## config.mk

```make
export PLATFORM = sky130hd
export DESIGN_NAME = cp0_int_ctrl_flat
export DESIGN_NICKNAME = d
export VERILOG_FILES = /design/src/rtl/cp0_int_ctrl_if.sv /design/src/rtl/cp0_int_ctrl.sv /design/src/flat_wrapper.sv
export SDC_FILE = /design/constraint.sdc
export NUM_CORES = 1
export LEC_CHECK = 0
export CAP_MARGIN = 5
export CORE_MARGIN = 1.5
export CORE_UTILIZATION = 40
export DETAILED_ROUTE_END_ITERATION = 10
export PLACE_DENSITY = 0.8
export SETUP_SLACK_MARGIN = 0.05
export SYNTH_ARGS = -nofsm -noshare
export SYNTH_HDL_FRONTEND = slang
export SYNTH_SLANG_ARGS = --single-unit
```

## constraint.sdc

```tcl
create_clock -name clk -period 2.9 [get_ports clk]
set_clock_uncertainty 0.2 [all_clocks]
set_input_delay 0.725 -clock clk [delete_from_list [all_inputs] [get_ports clk]]
set_output_delay 0.725 -clock clk [all_outputs]
set_load 0.02 [all_outputs]
```

## src/rtl/cp0_int_ctrl_if.sv

```systemverilog
// cp0_int_ctrl_if: register-window bus between a CPU-side master and the interrupt controller
//   addr  byte address, we write enable, wdata write data, rdata combinational read data
interface cp0_int_ctrl_if;
  logic [31:0] addr;
  logic        we;
  logic [31:0] wdata;
  logic [31:0] rdata;
  modport master (output addr, we, wdata, input rdata);
  modport slave (input addr, we, wdata, output rdata);
endinterface

```

## src/rtl/cp0_int_ctrl.sv

```systemverilog
// cp0_int_ctrl: interrupt controller feeding CP0 hwint with a one-hot, fixed-priority request
//   clk     clock
//   clr     synchronous active-high reset
//   irq_in  raw device IRQ lines
//   intreq  CP0 taking an interrupt/exception this cycle
//   exlclr  eret retiring
//   bus     register window: PEND (W1C), MASK, MODE (1=edge), CUR ([31] valid, [2:0] id)
//   hwint   registered one-hot request to CP0
//   IRQ_SYNC_EN: when defined, irq_in passes a 2-flop synchronizer first
module cp0_int_ctrl #(
  parameter int          NSRC      = 6,
  parameter logic [31:0] BASE_ADDR = 32'h7F20
) (
  input  logic              clk,
  input  logic              clr,
  input  logic [NSRC-1:0]   irq_in,
  input  logic              intreq,
  input  logic              exlclr,
  cp0_int_ctrl_if.slave     bus,
  output logic [NSRC-1:0]   hwint
);
  typedef enum logic [1:0] {IDLE, ASSERT, SERVICE} state_t;
  state_t state;
  logic [NSRC-1:0] irq_s, irq_q, pend, mask, mode, req, rise, w1c, svc;
  logic [2:0] sel, win, cur_id;
  logic [1:0] idx;
  logic cur_v, hit, wr, take, unused;
`ifdef IRQ_SYNC_EN
  logic [NSRC-1:0] s1, s2;
  always_ff @(posedge clk) begin
    s1 <= clr ? '0 : irq_in;
    s2 <= clr ? '0 : s1;
  end
  assign irq_s = s2;
`else
  assign irq_s = irq_in;
`endif
  assign unused = ^{bus.addr[1:0], bus.wdata[31:NSRC]};
  always_comb begin
    idx = bus.addr[3:2];
    hit = bus.addr[31:4] == BASE_ADDR[31:4];
    wr = hit && bus.we;
    rise = irq_s & ~irq_q;
    req = pend & mask;
    win = req[0] ? 3'd0 : req[1] ? 3'd1 : req[2] ? 3'd2 : req[3] ? 3'd3 : req[4] ? 3'd4 : 3'd5;
    take = state == ASSERT && req[sel] && intreq;
    w1c = (wr && idx == 2'd0) ? bus.wdata[NSRC-1:0] : '0;
    svc = take ? NSRC'(1) << sel : '0;
    bus.rdata = !hit ? 32'd0 :
                idx == 2'd0 ? 32'(pend) :
                idx == 2'd1 ? 32'(mask) :
                idx == 2'd2 ? 32'(mode) : {cur_v, 28'd0, cur_id};
  end
  // Edge bits: a new edge beats both W1C and the service-entry clear; level bits mirror the line.
  always_ff @(posedge clk) begin
    if (clr) begin
      irq_q <= '0;
      pend <= '0;
      mask <= '0;
      mode <= '0;
    end else begin
      irq_q <= irq_s;
      pend <= (mode & (rise | (pend & ~w1c & ~svc))) | (~mode & irq_s);
      if (wr && idx == 2'd1) mask <= bus.wdata[NSRC-1:0];
      if (wr && idx == 2'd2) mode <= bus.wdata[NSRC-1:0];
    end
  end
  // sel is frozen while asserting; a higher-priority arrival waits for the next IDLE pass.
  always_ff @(posedge clk) begin
    if (clr) begin
      state <= IDLE;
      sel <= '0;
      hwint <= '0;
      cur_v <= 1'b0;
      cur_id <= '0;
    end else begin
      case (state)
        IDLE: if (|req) begin
          state <= ASSERT;
          sel <= win;
          hwint <= NSRC'(1) << win;
        end
        ASSERT: if (!req[sel]) begin
          state <= IDLE;
          hwint <= '0;
        end else if (intreq) begin
          state <= SERVICE;
          hwint <= '0;
          cur_v <= 1'b1;
          cur_id <= sel;
        end
        SERVICE: if (exlclr) begin
          state <= IDLE;
          cur_v <= 1'b0;
          cur_id <= '0;
        end
        default: state <= IDLE;
      endcase
    end
  end
endmodule
```

## src/flat_wrapper.sv

```systemverilog
// flat-port wrapper written by rule: the top's interface ports become plain ports
module cp0_int_ctrl_flat 
#(
  parameter int          NSRC      = 6,
  parameter logic [31:0] BASE_ADDR = 32'h7F20
)
  (clk, clr, irq_in, intreq, exlclr, hwint, bus_addr, bus_we, bus_wdata, bus_rdata);
  cp0_int_ctrl_if bus_i ();
  input  logic clk;
  input  logic clr;
  input  logic [NSRC-1:0] irq_in;
  input  logic intreq;
  input  logic exlclr;
  output logic [NSRC-1:0] hwint;
  input wire logic [$bits(bus_i.addr)-1:0] bus_addr;
  input wire logic [$bits(bus_i.we)-1:0] bus_we;
  input wire logic [$bits(bus_i.wdata)-1:0] bus_wdata;
  output wire logic [$bits(bus_i.rdata)-1:0] bus_rdata;
  assign bus_i.addr = bus_addr;
  assign bus_i.we = bus_we;
  assign bus_i.wdata = bus_wdata;
  assign bus_rdata = bus_i.rdata;
  cp0_int_ctrl #(.NSRC(NSRC), .BASE_ADDR(BASE_ADDR)) u_core (.clk(clk), .clr(clr), .irq_in(irq_in), .intreq(intreq), .exlclr(exlclr), .bus(bus_i), .hwint(hwint));
endmodule
```

======== Word-level counts from Yosys, hierarchy flattened ========
Cells that the tools add are included.
storage, ports and cells
  input bits .............................. 75
  flip-flop bits (word level) ............. 39
  output and inout bits ................... 38
  logic and storage cells ................. 79
cells by class
  multiplexer cells ....................... 30
  $lt $le $gt $ge ......................... 1
  reduce and logical (&&, ||, !) cells .... 15
  shift operators ......................... 2
  bitwise operators ....................... 12
  equality and inequality tests ........... 10
operator list
  kind                    number
  $mux W32                4
  $and A6 B6 Y6           6
  $mux W6                 5
  $eq A28 B11 Y1 const B  1
  $not A6 Y6              4
  $mux W3                 7
  $or A6 B6 Y6            2
  $pmux W6 S2             1
  $shl A1 B3 Y6 const A   2
  $mux W2                 4
  $logic_and A1 B1 Y1     6
  $ne A2 B2 Y1 const B    3
  $pmux W2 S3             1
  $pmux W3 S2             1
  $reduce_and A3 Y1       2
  $reduce_or A6 Y1        1
  $mux W1                 5
  $eq A2 B1 Y1 const B    2
  $eq A2 B2 Y1 const B    2
  $logic_not A2 Y1        2
  $lt A3 B4 Y1 const B    1
  $reduce_and A4 Y1       1
  $reduce_bool A2 Y1      2
  $bmux W1 S3             1
  4 further kinds         4

======== Depth between registers and ports, before layout ========
  depth in word-level cells ............... 11
  depth in mapped cells ................... 7
  mapped depth without buffers ............ 5

======== Least setup slack after synthesis ========
No wires, ideal clock.
  path kind ............................... in2out
  start ................................... input bus_addr[17]
  end ..................................... output bus_rdata[0]
  data arrival time ....................... 2018 ps
  path slack .............................. -43 ps
  stages on the path ...................... 5
  path buffers ............................ 1
  data required time ...................... 1975 ps
  cell sequence ........................... nor4b_1 > nand4_1 > or2_2 > clkbuf_1 > nor2b_1
on the way
  word-level cells in the longest chain between the ends .. 2
ends and longest elaborated chain
  what             line                text
  start, declared  flat_wrapper.sv:15  input wire logic [$bits(bus_i.addr)-1:0] bus_addr;
  $eq A28 B11 Y1   cp0_int_ctrl.sv:41  hit = bus.addr[31:4] == BASE_ADDR[31:4];
  $mux W32         cp0_int_ctrl.sv:49  bus.rdata = !hit ? 32'd0 :
  end, declared    flat_wrapper.sv:18  output wire logic [$bits(bus_i.rdata)-1:0] bus_rdata;
Every way passes these cells.

======== Worst setup path after layout ========
  start ................................... input bus_addr[3]
  end ..................................... output bus_rdata[2]
on the way
  word-level cells in the longest chain between the ends .. 5
  elaborated cells between the ends (all ways) .. 7
  classes of those cells .................. 2 x eq/ne; 4 x mux; 1 x reduce/logical
ends and longest elaborated chain
  what          line                text
  $eq A2 B2 Y1  cp0_int_ctrl.sv:52  idx == 2'd2 ? 32'(mode) : {cur_v, 28'd0, cur_id};
  $mux W32      cp0_int_ctrl.sv:52
  $mux W32      cp0_int_ctrl.sv:51  idx == 2'd1 ? 32'(mask) :
  $mux W32 *    cp0_int_ctrl.sv:50  idx == 2'd0 ? 32'(pend) :
  $mux W32 *    cp0_int_ctrl.sv:49
Every way passes the cells marked *; elsewhere a longest branch is shown, timed or not.

==> flow_summary.json <==
{
  "outcome": "completed",
  "grt_max_degree": 22,
  "dieArea_um2": 6100,
  "ant_nets": 0,
  "grt_pass1_vias": 1959,
  "hold_path.class": "flip-flop to flip-flop",
  "routed_wl_um": 5700,
  "yosysSeqAreaShare_pct": 34.6,
  "clockBufferDepth": 2,
  "via_per_inst": 5.13,
  "end_kind": "primary output",
  "clock_latency_ns": 0.30,
  "hold_viol": 0,
  "clock-sinks": 39,
  "htree_levels": 2,
  "irDropWorstVdd_uv": 180,
  "vias": 2063,
  "ys_async_sr_fraction_pct": 0,
  "worstSetupPathType": "input port to primary output",
  "setup_viol_count_final": 0,
  "synth-edff-count": 0,
  "coreArea_um2": 5470,
  "leakagePower_nw": 1.21,
  "tightest_slew_ns": 0.537,
  "num_rows": 27,
  "cts_tree": "done",
  "post_drt_wl_per_cell_um": 14.2,
  "ys_warn_count": 0,
  "synth.avg_cell_area_um2": 8.89,
  "fp.dieH_um": 78.1,
  "crit_fanout": 8,
  "n_fill_cell": 496,
  "drv.max_cap_violation_count": 0,
  "gp_congestion": 0.909,
  "dieWidth_um": 78.1,
  "fmax_mhz": 360,
  "arrival_ns": 1.85,
  "final.setup.tns_ns": 0,
  "cellPowerDensity_nw_per_um2": 373,
  "antennaDiodeCount": 0,
  "clk_pin_slew_ns": 0.08,
  "totalPowerFinal_mw": 1.16,
  "critical_path_required_ns": 1.98,
  "syn_area_um2": 2260,
  "rsz0062_at_grt": "yes",
  "synth_cell_types": 50,
  "syn2layout_area_growth_pct": 38.1,
  "fin_util_pct": 57.0,
  "overflow": 0,
  "drv_slew": 0,
  "drtIter0Drc": 69,
  "synthCells": 254,
  "cts_root_buffer": "clkbuf_8",
  "grt_antenna_before_repair": 0,
  "post-route-period-util_pct": 95.9,
  "start_util_pct": 41.2,
  "num_io_pins": 113,
  "numCtsBuffers": 5,
  "drc": 0,
  "ys_seq_elements": 39,
  "dp_hpwl_um": 4110,
  "relSlewSlack_pct": 64.1,
  "port_buffers": 59,
  "fin_nets": 404,
  "startpoint_type": "input port",
  "grtUsageTotal_pct": 18.7,
  "drive_gt1_share_pct": 27.9,
  "grt_pass1_wl_um": 8940,
  "drt_pre_antenna_iters": 4,
  "ys.flop_type": "dfxtp_1",
  "min_period_ns": 2.78
}
[routing by layer]
metal	up-vias	part of all wire, %	global-route usage, %
met1	981	43	22.7
met3	9	5.5	5.35
met2	61	50	31.0
li1	1012	-	-
met5	-	0	0
met4	0	1.6	8.04
[cell type report]
type                    count  area (µm²)  share of cell area (%)
inverters                   4        15.0                   0.482
clock buffers               5        68.8                    2.21
clock inverters             3        47.5                    1.52
flip-flops and latches     39         781                    25.0
well taps                  72        90.1                    2.89
repair buffers             79         672                    21.5
multi-input cells         200        1440                    46.3
[flip-flops by register name, summed over array words and instances (netlist names), 2 cells and up]
signal	count
u_core.hwint	6
u_core.cur_id	3
u_core.pend	6
u_core.state	2
u_core.sel	3
u_core.mode	6
u_core.mask	6
u_core.irq_q	6
[final timing paths]
path / startpoint / to / slack [ns] / cells after the start
hold reg to reg: u_core.hwint[4] / u_core.hwint[4] / 0.27 / 2
setup reg to reg: u_core.sel[0] / u_core.hwint[1] / 0.60 / 5
setup / recovery: bus_addr[3] / bus_rdata[2] / 0.12 / 5
hold / removal: u_core.hwint[4] / u_core.hwint[4] / 0.27 / 2
[placed cells by master, fill, tap and decap left out, drive strengths merged, types with 2 or more instances in the layout]
| master | Yosys | final |
|---|---|---|
| inv | 4 | 5 |
| clkbuf | 4 | 16 |
| a21oi | 9 | 9 |
| dlygate4sd2 | 0 | 9 |
| nand3b | 2 | 2 |
| nand2 | 30 | 30 |
| nand2b | 2 | 2 |
| a211oi | 2 | 2 |
| nor4 | 8 | 8 |
| o311a | 2 | 2 |
| conb | 1 | 25 |
| and2 | 2 | 2 |
| nand4b | 3 | 3 |
| buf | 31 | 34 |
| nor4b | 2 | 2 |
| mux2i | 19 | 19 |
| a311oi | 2 | 2 |
| nor4bb | 2 | 2 |
| a2111oi | 2 | 2 |
| o21a | 2 | 2 |
| a31o | 4 | 4 |
| clkdlybuf4s15 | 0 | 3 |
| clkdlybuf4s50 | 0 | 22 |
| nand3 | 7 | 7 |
| nor3 | 4 | 4 |
| o21ai | 2 | 2 |
| and4b | 3 | 3 |
| and2b | 3 | 3 |
| nor2b | 10 | 10 |
| mux4 | 3 | 3 |
| a22o | 8 | 8 |
| nor2 | 30 | 30 |
| dfxtp | 39 | 39 |
[power by group]
group / internal, mW / leakage, nW / switching, mW / total, mW
clock: 0.261 / 0.0587 / 0.211 / 0.471
combinational: 0.0671 / 0.833 / 0.0733 / 0.140
sequential: 0.544 / 0.317 / 0.00737 / 0.551
total: 0.872 / 1.21 / 0.291 / 1.16
[critical path: stages]
cell           delay (ns)
dlygate4sd2_1        0.21
buf_6                0.14
mux4_2               0.51
nor2b_4              0.14
buf_6                0.13
[synthesized netlist by cell type (4+ instances only)]
cell type  number  area share (%)
a21oi_1         9             2.0
a22o_1          7             2.7
a31o_2          4             1.6
buf_4          25             8.3
buf_6           4             2.0
clkbuf_1        4            0.66
dfxtp_1        39              35
inv_1           4            0.66
mux2i_1        19             8.4
nand2_1        29             4.8
nand3_1         7             1.6
nor2_1         30             5.0
nor2b_1        10             2.8
nor4_1          8             2.2
[kinds of logic after synthesis]
family / count (synthesis) / synth area share, %
compound gates: 39 / 14.5
buf+inv: 39 / 12.0
flops: 39 / 34.6
mux: 23 / 12.1
other cells: 1 / 0.166
simple gates: 113 / 26.7
[timing repair]
item	in CTS	in global routing
buffers inserted	7	0
gates resized for setup	119	18
hold endpoints to repair	0	0
hold buffers	0	0
endpoints found under the setup margin	7	25
pin swaps	14	7
cloned	1	0
[per-stage QoR]
stage / hold slack, ns / instance area, µm² / std cells / setup slack (ns)
floorplan: 0.237 / 2410 / 278 / 0.0807
global placement: 0.251 / 2930 / 387 / -0.831
detailed placement: 0.262 / 2930 / 387 / -0.877
CTS: 0.274 / 3150 / 402 / 0.0564
global route: 0.293 / 3120 / 402 / 0.0228
finish: 0.267 / 3120 / 402 / 0.120
Note: power is estimated with default switching activity, not from simulation.
